## src/rtl/cart_loader_pkg.sv

```systemverilog
// cart_loader_pkg: shared state encoding, iNES magic bytes and NROM image sizes.
package cart_loader_pkg;
  typedef enum logic [2:0] {IDLE, HEADER, PRG, CHR, DONE, ERROR} state_e;
  localparam logic [7:0] MAGIC0 = 8'h4E;
  localparam logic [7:0] MAGIC1 = 8'h45;
  localparam logic [7:0] MAGIC2 = 8'h53;
  localparam logic [7:0] MAGIC3 = 8'h1A;
  localparam int unsigned PRG_16K_BYTES = 16384;
  localparam int unsigned PRG_32K_BYTES = 32768;
  localparam int unsigned CHR_8K_BYTES  = 8192;
  localparam int unsigned HEADER_BYTES  = 16;
  localparam logic [14:0] PRG_16K_LAST = 15'(PRG_16K_BYTES - 1);
  localparam logic [14:0] PRG_32K_LAST = 15'(PRG_32K_BYTES - 1);
  localparam logic [12:0] CHR_LAST     = 13'(CHR_8K_BYTES - 1);
  localparam logic [3:0]  HDR_LAST     = 4'(HEADER_BYTES - 1);
endpackage

```

## src/rtl/cart_loader_header.sv

```systemverilog
// ines_header_check: flags a header byte that an NROM-only loader cannot accept.
module ines_header_check
  import cart_loader_pkg::*;
(
  input  logic [3:0] idx_i,
  input  logic [7:0] byte_i,
  output logic       fail_o
);
  always_comb begin
    fail_o = 1'b0;
    case (idx_i)
      4'd0: fail_o = byte_i != MAGIC0;
      4'd1: fail_o = byte_i != MAGIC1;
      4'd2: fail_o = byte_i != MAGIC2;
      4'd3: fail_o = byte_i != MAGIC3;
      4'd4: fail_o = byte_i != 8'd1 && byte_i != 8'd2;
      4'd5: fail_o = byte_i != 8'd1;
      // trainer bit and mapper low nibble must both be clear
      4'd6: fail_o = byte_i[2] || |byte_i[7:4];
      4'd7: fail_o = |byte_i[7:4];
      default: fail_o = 1'b0;
    endcase
  end
endmodule

```

## src/rtl/cart_loader.sv

```systemverilog
// cart_loader: streams an iNES NROM image into PRG/CHR memories and holds the console in reset until done.
module cart_loader
  import cart_loader_pkg::*;
(
  input  logic        clk_sys,
  input  logic        rst,
  input  logic        start,
  input  logic [7:0]  in_data,
  input  logic        in_valid,
  output logic        in_ready,
  output logic        prg_we,
  output logic [14:0] prg_a,
  output logic [7:0]  prg_d,
  output logic        chr_we,
  output logic [12:0] chr_a,
  output logic [7:0]  chr_d,
  output logic        mirror_v,
  output logic        prg_16k,
  output logic        busy,
  output logic        done,
  output logic        err,
  output logic        nes_rst
);
  state_e      state_q, state_d;
  logic [3:0]  hdr_q, hdr_d;
  logic [14:0] prg_cnt_q, prg_cnt_d;
  logic [12:0] chr_cnt_q, chr_cnt_d;
  logic        mirror_q, mirror_d, p16_q, p16_d;
  logic        prg_we_q, prg_we_d, chr_we_q, chr_we_d;
  logic [14:0] prg_a_q, prg_a_d;
  logic [12:0] chr_a_q, chr_a_d;
  logic [7:0]  prg_dat_q, prg_dat_d, chr_dat_q, chr_dat_d;
  logic        acc, hdr_fail, prg_last, chr_last;

  ines_header_check u_hdr (.idx_i(hdr_q), .byte_i(in_data), .fail_o(hdr_fail));

  assign in_ready = state_q inside {HEADER, PRG, CHR};
  assign acc      = in_valid && in_ready;
  assign prg_last = prg_cnt_q == (p16_q ? PRG_16K_LAST : PRG_32K_LAST);
  assign chr_last = chr_cnt_q == CHR_LAST;

  always_comb begin
    state_d   = state_q;
    hdr_d     = hdr_q;
    prg_cnt_d = prg_cnt_q;
    chr_cnt_d = chr_cnt_q;
    mirror_d  = mirror_q;
    p16_d     = p16_q;
    prg_we_d  = 1'b0;
    prg_a_d   = prg_a_q;
    prg_dat_d = prg_dat_q;
    chr_we_d  = 1'b0;
    chr_a_d   = chr_a_q;
    chr_dat_d = chr_dat_q;
    case (state_q)
      IDLE, DONE, ERROR: begin
        if (start) begin
          state_d   = HEADER;
          hdr_d     = '0;
          prg_cnt_d = '0;
          chr_cnt_d = '0;
        end
      end
      HEADER: begin
        if (acc) begin
          hdr_d    = hdr_q + 4'd1;
          mirror_d = hdr_q == 4'd6 ? in_data[0] : mirror_q;
          p16_d    = hdr_q == 4'd4 ? in_data == 8'd1 : p16_q;
          state_d  = hdr_fail ? ERROR : hdr_q == HDR_LAST ? PRG : HEADER;
        end
      end
      PRG: begin
        if (acc) begin
          prg_we_d  = 1'b1;
          prg_a_d   = prg_cnt_q;
          prg_dat_d = in_data;
          prg_cnt_d = prg_last ? '0 : prg_cnt_q + 15'd1;
          state_d   = prg_last ? CHR : PRG;
        end
      end
      CHR: begin
        if (acc) begin
          chr_we_d  = 1'b1;
          chr_a_d   = chr_cnt_q;
          chr_dat_d = in_data;
          chr_cnt_d = chr_last ? '0 : chr_cnt_q + 13'd1;
          state_d   = chr_last ? DONE : CHR;
        end
      end
      default: state_d = IDLE;
    endcase
  end

  always_ff @(posedge clk_sys) begin
    if (rst) begin
      state_q   <= IDLE;
      hdr_q     <= '0;
      prg_cnt_q <= '0;
      chr_cnt_q <= '0;
      mirror_q  <= 1'b0;
      p16_q     <= 1'b0;
      prg_we_q  <= 1'b0;
      prg_a_q   <= '0;
      prg_dat_q <= '0;
      chr_we_q  <= 1'b0;
      chr_a_q   <= '0;
      chr_dat_q <= '0;
    end else begin
      state_q   <= state_d;
      hdr_q     <= hdr_d;
      prg_cnt_q <= prg_cnt_d;
      chr_cnt_q <= chr_cnt_d;
      mirror_q  <= mirror_d;
      p16_q     <= p16_d;
      prg_we_q  <= prg_we_d;
      prg_a_q   <= prg_a_d;
      prg_dat_q <= prg_dat_d;
      chr_we_q  <= chr_we_d;
      chr_a_q   <= chr_a_d;
      chr_dat_q <= chr_dat_d;
    end
  end

  assign prg_we   = prg_we_q;
  assign prg_a    = prg_a_q;
  assign prg_d    = prg_dat_q;
  assign chr_we   = chr_we_q;
  assign chr_a    = chr_a_q;
  assign chr_d    = chr_dat_q;
  assign mirror_v = mirror_q;
  assign prg_16k  = p16_q;
  assign busy     = in_ready;
  assign done     = state_q == DONE;
  assign err      = state_q == ERROR;
  assign nes_rst  = state_q != DONE;
endmodule

```

## config.mk

```make
export PLATFORM = sky130hd
export DESIGN_NAME = cart_loader
export DESIGN_NICKNAME = d
export VERILOG_FILES = /design/src/rtl/cart_loader_pkg.sv /design/src/rtl/cart_loader_header.sv /design/src/rtl/cart_loader.sv
export SDC_FILE = /design/constraint.sdc
export NUM_CORES = 1
export LEC_CHECK = 0
export ABC_AREA = 1
export CAP_MARGIN = 10
export CORE_UTILIZATION = 30
export DETAILED_ROUTE_END_ITERATION = 10
export PLACE_DENSITY = 0.51
export SETUP_SLACK_MARGIN = 0.2
export SLEW_MARGIN = 20
export SYNTH_ARGS = -nofsm -noshare
export SYNTH_HDL_FRONTEND = slang
export SYNTH_HIERARCHICAL = 1
export SYNTH_SLANG_ARGS = --single-unit
```

## constraint.sdc

```tcl
create_clock -name clk_sys -period 2 [get_ports clk_sys]
set_input_delay 0.4 -clock clk_sys [delete_from_list [all_inputs] [get_ports clk_sys]]
set_output_delay 0.4 -clock clk_sys [all_outputs]
set_load 0.01 [all_outputs]
```

==> results.json, run 1 <==
{
  "status": "completed",
  "vias": 3996,
  "nets": 689,
  "worstHoldPathType": "in2reg",
  "max-vdd-ir-drop_mv": 0.4633,
  "htreeDepth": 3,
  "cap_viol_max_count": 0,
  "viasPerCell": 4.707,
  "fill_cells": 1319,
  "grt_max_degree": 30,
  "layout-drive-gt1-share_pct": 14.77,
  "finalSetupViolCount": 0,
  "final_common_cell": "nand2_1",
  "first_iter_violations": 147,
  "insertion_delay_ns": 0.34,
  "grt.total_usage_pct": 16.59,
  "wl_per_cell_um": 12.39,
  "ctsHoldBuffers": 0,
  "final_cell_mix": "121 x nand2_1, 83 x nor2_1, 76 x dfxtp_1, 57 x inv_1, 55 x nand3_1",
  "critPathCaptureType": "output pin",
  "drc_errors": 0,
  "synthToLayoutAreaGrowth_pct": 37.78,
  "drv_slew": 0,
  "rows": 41,
  "io_pins": 65,
  "dieArea_um2": 13510,
  "ys_warn_count": 6,
  "fmax_mhz": 580.4,
  "antenna_found_initial": 0,
  "cts_root_buf": "clkbuf_16",
  "period_needed_ns": 1.723,
  "slew_headroom_pct": 69.04,
  "fp.dieH_um": 116.2,
  "port_buffers": 64,
  "antenna-diode-count": 0,
  "ant_nets": 0,
  "die_w_um": 116.2,
  "leakage_nw": 2.195,
  "period_share_pct": 86.15,
  "start_util_pct": 30.90,
  "fp.coreArea_um2": 12670,
  "powerDensity_nw_per_um2": 723.8,
  "synth.distinct_cells": 31,
  "cts_tree": "built",
  "hold_ws_ns": 0.4230,
  "cts_sinks": 83,
  "required_ns": 1.60,
  "cp-start-kind": "register",
  "ys_seq_area_share_pct": 42.44,
  "clk_pin_slew_ns": 0.06,
  "grt_pass1_vias": 3741,
  "place_congestion": 0.8882,
  "timing_hold_violations_final": 0,
  "synth_area_per_cell_um2": 6.797,
  "multi_input_area_um2": 1986,
  "syn_nets": 593,
  "first_pass_iters": 4,
  "tightest_slew_ns": 0.4638,
  "worst_clock_skew_ns": 0.004803,
  "grt_pass1_wl_um": 17460,
  "grt.overflow.total": 0,
  "synth_seq_cells": 83,
  "netlist_instances": 576,
  "ff_latch_area_um2": 1680,
  "wirelength_um": 10520,
  "clock_tree.buffer_depth": 2,
  "power.total_mw": 3.904,
  "rsz0062_at_grt": "yes",
  "dp_hpwl_um": 7711,
  "critPathKind": "reg2out",
  "cp_max_fo": 6,
  "cts_buffers": 9,
  "syn-cell-area_um2": 3915,
  "worst_ep_arrival_time_ns": 1.32
}
[cell usage after synthesis (all sizes together)]
| cell | count | share of area [%] |
|---|---|---|
| nand2 | 126 | 12 |
| nor2 | 96 | 10 |
| dfxtp | 83 | 42 |
| inv | 63 | 6.0 |
| nand3 | 57 | 7.4 |
| a21oi | 54 | 7.1 |
| o21ai | 36 | 4.6 |
| nor3 | 16 | 2.6 |
| clkbuf | 13 | 1.2 |
| buf | 7 | 0.96 |
| nand4 | 6 | 0.96 |
| ha | 5 | 1.6 |
| nor4 | 3 | 0.48 |
| nand3b | 2 | 0.38 |
| o21bai | 2 | 0.38 |
| or2 | 2 | 0.32 |
| xor2 | 2 | 0.45 |
| nor3b | 1 | 0.19 |
| o22ai | 1 | 0.16 |
| xnor2 | 1 | 0.22 |
[kinds of logic (layout without fill, tap and decap cells)]
| kind of cell | after synthesis | count (layout) | synth area share, % |
|---|---|---|---|
| compound gates | 93 | 93 | 12.24 |
| xor+xnor | 3 | 3 | 0.6713 |
| fa+ha+maj | 5 | 5 | 1.598 |
| buf+inv | 83 | 183 | 8.245 |
| flops | 83 | 83 | 42.44 |
| simple gates | 309 | 310 | 34.80 |
[stage by stage]
stage | instances | worst slack (ns) | cell area (µm²) | TNS [ns] | utilization [%]
6_report | 849 | 0.2771 | 5394 | 0 | 42.57
5_1_grt | 849 | 0.1660 | 5394 | 0 | 42.57
4_1_cts | 843 | 0.02241 | 5273 | 0 | 41.61
3_5_place_dp | 827 | -0.1291 | 4960 | -0.3621 | 39.14
3_3_place_gp | 827 | -0.08877 | 4960 | -0.3132 | 39.14
2_1_floorplan | 576 | 0.4228 | 3915 | 0 | -
[critical path, stage by stage, from the launching register on]
cell and delay, ns:
dfxtp_4 0.40, nor2_4 0.05, buf_4 0.13, nor2_2 0.12, dlygate4sd2_1 0.28
[final timing paths]
kind | end | slack (ns) | cells past startpoint | start
hold / removal | chr_d[0]$_SDFFE_PP0P_ | 0.42 | 3 | in_data[0]
hold reg to reg | chr_a[6]$_SDFFE_PP0P_ | 0.46 | 2 | chr_a[6]$_SDFFE_PP0P_
setup / recovery | in_ready | 0.28 | 4 | state_q[1]$_SDFFE_PP0P_
setup reg to reg | prg_cnt_q[10]$_SDFFE_PP0P_ | 0.35 | 9 | state_q[1]$_SDFFE_PP0P_
[where the power goes]
part,internal [mW],total [mW],switching (mW)
sequential,1.68,1.71,0.0364
clock,0.989,1.64,0.655
combinational,0.211,0.545,0.333
[metal layers]
layer | track usage, % | vias to the layer above | wire, µm
li1 | - | 2051 | -
met1 | 20.06 | 1847 | 4771
met2 | 28.44 | 86 | 5171
met3 | 4.619 | 12 | 423
met4 | 5.214 | 0 | 153
met5 | 0 | - | 0
[what timing repair did]
item | in CTS | in global routing
cloned | 0 | 1
gates resized for setup | 13 | 28
pin swaps | 0 | 7
setup buffers | 0 | 5
setup endpoints to repair | 6 | 26
[final cells by class]
type | instances | area share [%]
multi-input cells | 411 | 36.81
flip-flops and latches | 83 | 31.15
repair buffers | 104 | 18.21
clock buffers | 10 | 4.431
inverters | 63 | 4.384
well taps | 172 | 3.990
clock inverters | 6 | 1.021
[flip-flops by register name, summed over array words and instances, names as in the netlist]
register	cells
chr_cnt_q	13
prg_we	1
hdr_q	4
prg_16k	1
chr_d	8
prg_d	8
chr_a	13
prg_a	15
mirror_v	1
state_q	3
prg_cnt_q	15
chr_we	1
Power figures use the tool's default switching activity.
==> run 2: changes to the inputs <==
--- a/config.mk
+++ b/config.mk
@@ -9,7 +9,7 @@
 export CAP_MARGIN = 10
 export CORE_UTILIZATION = 30
 export DETAILED_ROUTE_END_ITERATION = 10
-export PLACE_DENSITY = 0.51
+export PLACE_DENSITY_LB_ADDON = 0.05
 export SETUP_SLACK_MARGIN = 0.2
 export SLEW_MARGIN = 20
 export SYNTH_ARGS = -nofsm -noshare
==> run 2 against run 1 <==
Sequential power hardly changed. Clock power grew 14%. Utilization up 0.54 points. Clock-buffer cell count fell by 1. Largest power group is now the clock network. Largest cell class unchanged. Highest routed layer unchanged. Power is 5.9% higher. Clock skew barely moved. Design area increased by 1.3%. Setup slack better by 0.021 ns. Die area did not move. Via count down 1.8%. Sequential share of layout area shrank 0.39 points. Fmax grew 1.2%.
==> results.json, run 2 (same netlist as run 1, synthesis figures left out) <==
{
  "worst_ep_arrival_time_ns": 1.30,
  "grt_pass1_vias": 3519,
  "dp_hpwl_um": 8046,
  "grt_max_degree": 25,
  "cts_tree": "built",
  "cpLargestDelayFamily": "flip-flops",
  "io_pins": 65,
  "antenna-diode-count": 0,
  "reg2reg_depth": 10,
  "fin_setup_tns_ns": 0,
  "cap_viol_max_count": 0,
  "fill_cells": 1333,
  "worst_clock_skew_ns": 0.004969,
  "grt_pass1_wl_um": 17150,
  "path_cells": "nor2_4 > inv_1 > nor2_1 > dlygate4sd2_1",
  "final_util_pct": 43.11,
  "cts_buffers": 9,
  "port_buffers": 64,
  "grt.overflow.total": 0,
  "tightest_slew_ns": 0.4590,
  "fmax_mhz": 587.6,
  "p_comb_share_pct": 13.5,
  "insertion_delay_ns": 0.34,
  "seq_power_share_pct": 41.4,
  "antenna_found_initial": 0,
  "internal-power_mw": 3.115,
  "switching_share_pct": 24.68,
  "hold_ws_ns": 0.4351,
  "clk_pin_slew_ns": 0.06,
  "period_needed_ns": 1.702,
  "path_buf_inv": 2,
  "rsz0062_at_grt": "no",
  "p_switching_mw": 1.021,
  "layout-drive-gt1-share_pct": 14.66,
  "start_util_pct": 30.90,
  "drv_slew": 0,
  "vias": 3926,
  "slew_headroom_pct": 69.36,
  "critPathSlowestCell": "dfxtp_4",
  "cp_max_fo": 7,
  "nets": 696,
  "htreeDepth": 3,
  "drc_errors": 0,
  "clock_tree.buffer_depth": 2,
  "timing_hold_violations_final": 0,
  "placed_cell_area_um2": 5055,
  "period_share_pct": 85.09,
  "critPathCaptureType": "output pin",
  "powerDensity_nw_per_um2": 757.1,
  "rows": 41,
  "ant_nets": 0,
  "finalInstanceArea_um2": 5463,
  "worstHoldPathCells": 3,
  "max-vdd-ir-drop_mv": 0.2971,
  "place_congestion": 0.8190,
  "viasPerCell": 4.597,
  "crit_cells": 4,
  "leakage_nw": 2.235,
  "die_w_um": 116.2,
  "slowest_delay_ns": 0.38,
  "cts_sinks": 83,
  "fp.coreArea_um2": 12670,
  "finalSetupViolCount": 0,
  "grt.total_usage_pct": 16.37,
  "wirelength_um": 10510,
  "worstHoldPathType": "in2reg",
  "required_ns": 1.60,
  "cts_root_buf": "clkbuf_16",
  "multi_input_area_um2": 1962,
  "critPathKind": "reg2out",
  "status": "completed",
  "first_iter_violations": 153,
  "dieArea_um2": 13510,
  "pre_cts_slack_ns": -0.1151,
  "final_common_cell": "nand2_1",
  "setup_ws_ns": 0.2983,
  "clockPowerShare_pct": 45.2,
  "first_pass_iters": 4,
  "synthToLayoutAreaGrowth_pct": 39.53,
  "wl_per_cell_um": 12.31,
  "final_cell_mix": "122 x nand2_1, 85 x nor2_1, 76 x dfxtp_1, 57 x inv_1, 56 x nand3_1",
  "fp.dieH_um": 116.2,
  "ff_latch_area_um2": 1680,
  "cp-start-kind": "register"
}
-- run 2: changes by cell type in the layout (fill, tap and decap cells not counted), moves of 2 or more --
cell / before / now
nor2_1: 83 / 85
buf_4: 37 / 45
nor2_2: 9 / 7
bufinv_16: 1 / 3
clkinv_2: 5 / 1
-- run 2: final timing paths --
check / end / startpoint / slack, ns
max: done / state_q[0]$_SDFFE_PP0P_ / 0.30
min: chr_d[0]$_SDFFE_PP0P_ / in_data[0] / 0.44
max reg2reg: prg_cnt_q[4]$_SDFFE_PP0P_ / state_q[2]$_SDFFE_PP0P_ / 0.37
min reg2reg: chr_d[4]$_SDFFE_PP0P_ / chr_d[4]$_SDFFE_PP0P_ / 0.46
-- run 2: routing by layer --
metal	wire length, µm	GRT usage, %	vias up
li1	-	-	2069
met1	5091	21.82	1773
met2	4862	26.07	71
met3	370	2.647	13
met4	187	7.179	0
met5	0	0	-
-- run 2: layout make-up --
| cell class | count | area share (%) |
|---|---|---|
| multi-input combinational | 411 | 35.91 |
| sequential | 83 | 30.76 |
| tap | 172 | 3.940 |
| clock inverter | 5 | 1.901 |
| inverter | 63 | 4.329 |
| timing repair buffer | 111 | 19.03 |
| clock buffer | 9 | 4.123 |
-- run 2: timing repair --
| action | in CTS | in global routing |
|---|---|---|
| setup endpoints to repair | 5 | 20 |
| resized for setup | 8 | 24 |
| gates cloned | 0 | 1 |
| hold buffers | 0 | 0 |
| pin swaps | 0 | 5 |
| buffers inserted | 0 | 1 |
-- run 2: metrics by stage --
stage	cells	power (mW)
finish	854	4.136
global route	854	4.308
CTS	852	4.189
detailed placement	838	2.307
global placement	838	2.306
floorplan	576	2.050
-- run 2: power by group through the flow --
stage	registers [mW]	logic [mW]	clock network [mW]
6_report	1.71	0.557	1.87
5_1_grt	1.72	0.617	1.97
4_1_cts	1.71	0.559	1.92
3_5_place_dp	1.75	0.562	0
3_3_place_gp	1.74	0.561	0
2_1_floorplan	1.74	0.306	0
-- run 2: tightest hold or removal path, delay by kind of cell --
kind                   cells  cell delay, ns
buffers and inverters      1            0.17
AOI/OAI and AO/OA          1            0.06
and+or+nand+nor            1            0.10
==> run 3: changes to the inputs <==
--- a/config.mk
+++ b/config.mk
@@ -7,7 +7,10 @@
 export LEC_CHECK = 0
 export ABC_AREA = 1
 export CAP_MARGIN = 10
+export CELL_PAD_IN_SITES_DETAIL_PLACEMENT = 0
+export CELL_PAD_IN_SITES_GLOBAL_PLACEMENT = 1
 export CORE_UTILIZATION = 30
+export CTS_BUF_LIST = sky130_fd_sc_hd__clkbuf_16
 export DETAILED_ROUTE_END_ITERATION = 10
 export PLACE_DENSITY_LB_ADDON = 0.05
 export SETUP_SLACK_MARGIN = 0.2
==> run 3 against run 2 <==
Combinational power hardly changed. Clock-buffer cell count stayed put. Non-clock buffer count fell by 4. Fmax is 3.3% lower. Routed wire length up 5.4%. Cell count decreased by 0.23%. Critical path type unchanged.
==> results.json, run 3 (same netlist as run 1, synthesis figures left out) <==
{
  "internal-power_mw": 2.983,
  "worst_clock_skew_ns": 0.004740,
  "r2r-end": "state_q[0]$_SDFFE_PP0P_",
  "timing_hold_violations_final": 0,
  "grt_pass1_wl_um": 18210,
  "htreeDepth": 3,
  "grt_max_degree": 24,
  "fp.coreArea_um2": 12670,
  "slew_headroom_pct": 63.94,
  "final_common_cell": "nand2_1",
  "clockPowerShare_pct": 43.4,
  "switching_share_pct": 25.72,
  "die_w_um": 116.2,
  "placed_cells": 833,
  "tightest_slew_ns": 0.5403,
  "status": "completed",
  "worst_ep_arrival_time_ns": 1.36,
  "period_needed_ns": 1.759,
  "cap_viol_max_count": 0,
  "grt.overflow.total": 0,
  "cp-start-kind": "register",
  "rows": 41,
  "fp.dieH_um": 116.2,
  "cts_tree": "built",
  "vias": 3913,
  "ant_nets": 0,
  "whs_endpoint": "prg_d[3]$_SDFFE_PP0P_",
  "fill_cells": 1378,
  "pre_cts_slack_ns": -0.1295,
  "period_share_pct": 87.95,
  "start_util_pct": 30.90,
  "worstHoldPathType": "in2reg",
  "port_buffers": 64,
  "min_from": "in_data[3]",
  "met2_length_um": 5543,
  "antenna-diode-count": 0,
  "synthToLayoutAreaGrowth_pct": 37.87,
  "layout-drive-gt1-share_pct": 14.56,
  "drc_errors": 0,
  "wl_per_cell_um": 13.01,
  "highest_layer": "met4",
  "required_ns": 1.60,
  "cts_root_buf": "clkbuf_16",
  "setup_ws_ns": 0.2411,
  "critPathKind": "reg2out",
  "final_util_pct": 42.60,
  "drv_slew": 0,
  "critPathLaunch": "state_q[0]$_SDFFE_PP0P_",
  "reg2reg_depth": 13,
  "cts_sinks": 83,
  "worstHoldPathCells": 3,
  "nets": 692,
  "leakage_nw": 2.170,
  "place_congestion": 0.8504,
  "max-vdd-ir-drop_mv": 0.4828,
  "regToRegSetupSlack_ns": 0.32,
  "fmax_mhz": 568.5,
  "p_switching_mw": 1.033,
  "clk_pin_slew_ns": 0.06,
  "rsz0062_at_grt": "yes",
  "first_pass_iters": 4,
  "grt.total_usage_pct": 17.67,
  "insertion_delay_ns": 0.34,
  "fin_cells": 852,
  "dp_hpwl_um": 8226,
  "timing.rr.start": "hdr_q[0]$_SDFFE_PP0P_",
  "fin_setup_tns_ns": 0,
  "clock_tree.buffer_depth": 2,
  "dieArea_um2": 13510,
  "p_comb_share_pct": 13.8,
  "cts_buffers": 9,
  "antenna_found_initial": 0,
  "seq_power_share_pct": 42.7,
  "wirelength_um": 11080,
  "cp_max_fo": 7,
  "final_cell_mix": "121 x nand2_1, 84 x nor2_1, 75 x dfxtp_1, 57 x inv_1, 56 x nand3_1",
  "hold_ws_ns": 0.4411,
  "viasPerCell": 4.593,
  "finalSetupViolCount": 0,
  "routed-wl-met3_um": 335,
  "critPathCaptureType": "output pin",
  "first_iter_violations": 195,
  "powerDensity_nw_per_um2": 744.0,
  "met1_length_um": 5075,
  "grt_pass1_vias": 3684,
  "io_pins": 65
}
==> run 3: cell count changes in the layout (fill, tap and decap cells not counted), sizes merged <==
cell	delta
dlymetal6s2s	-4
clkdlybuf4s50	+2
dlygate4sd2	+2
buf	-4
clkinv	+3
bufinv	-1
==> run 3: area by class of cell <==
cell class | count | area (µm²) | area share (%)
multi-input cells | 411 | 1968 | 36.46
repair buffers | 107 | 988.4 | 18.31
flip-flops and latches | 83 | 1679 | 31.11
clock buffers | 9 | 225.2 | 4.172
well taps | 172 | 215.2 | 3.987
inverters | 63 | 239.0 | 4.427
clock inverters | 7 | 82.58 | 1.530
==> run 3: critical path, cell delays in order (launching register included) <==
cell           delay (ns)
dfxtp_4              0.37
nor2_2               0.15
inv_1                0.06
nor2_2               0.11
inv_1                0.04
dlygate4sd2_1        0.28
==> run 3: routing by layer <==
| metal | up-vias | global-route usage (%) |
|---|---|---|
| met3 | 8 | 4.152 |
| met5 | - | 0 |
| met1 | 1783 | 21.51 |
| met4 | 0 | 5.556 |
| met2 | 63 | 30.69 |
| li1 | 2059 | - |
==> run 3: timing repair <==
item,CTS,global route
pin swaps,0,9
setup buffers,0,2
endpoints found under the setup margin,7,28
gates cloned,0,1
hold buffers,0,0
resized for setup,12,22
==> run 3: power groups by stage <==
| stage | clock network [mW] | logic, mW | registers [mW] |
|---|---|---|---|
| finish | 1.74 | 0.554 | 1.72 |
| detailed placement | 0 | 0.544 | 1.75 |
| floorplan | 0 | 0.306 | 1.74 |
| CTS | 1.81 | 0.539 | 1.72 |
| global placement | 0 | 0.542 | 1.75 |
| global route | 1.86 | 0.621 | 1.72 |
==> run 3: through the flow <==
stage	total power, mW	area [µm²]
4_1_cts	4.066	5319
6_report	4.016	5398
3_5_place_dp	2.295	5005
3_3_place_gp	2.293	5005
5_1_grt	4.206	5398
2_1_floorplan	2.050	3915
==> run 3: how the worst max path moves through the flow <==
stage	end	cells after the start	slack, ns
2_1_floorplan	chr_cnt_q[5]$_SDFFE_PP0P_	11	0.42
3_3_place_gp	state_q[0]$_SDFFE_PP0P_	16	-0.07
3_5_place_dp	state_q[0]$_SDFFE_PP0P_	16	-0.13
4_1_cts	nes_rst	5	0.22
5_1_grt	state_q[1]$_SDFFE_PP0P_	15	0.14
6_report	nes_rst	5	0.24
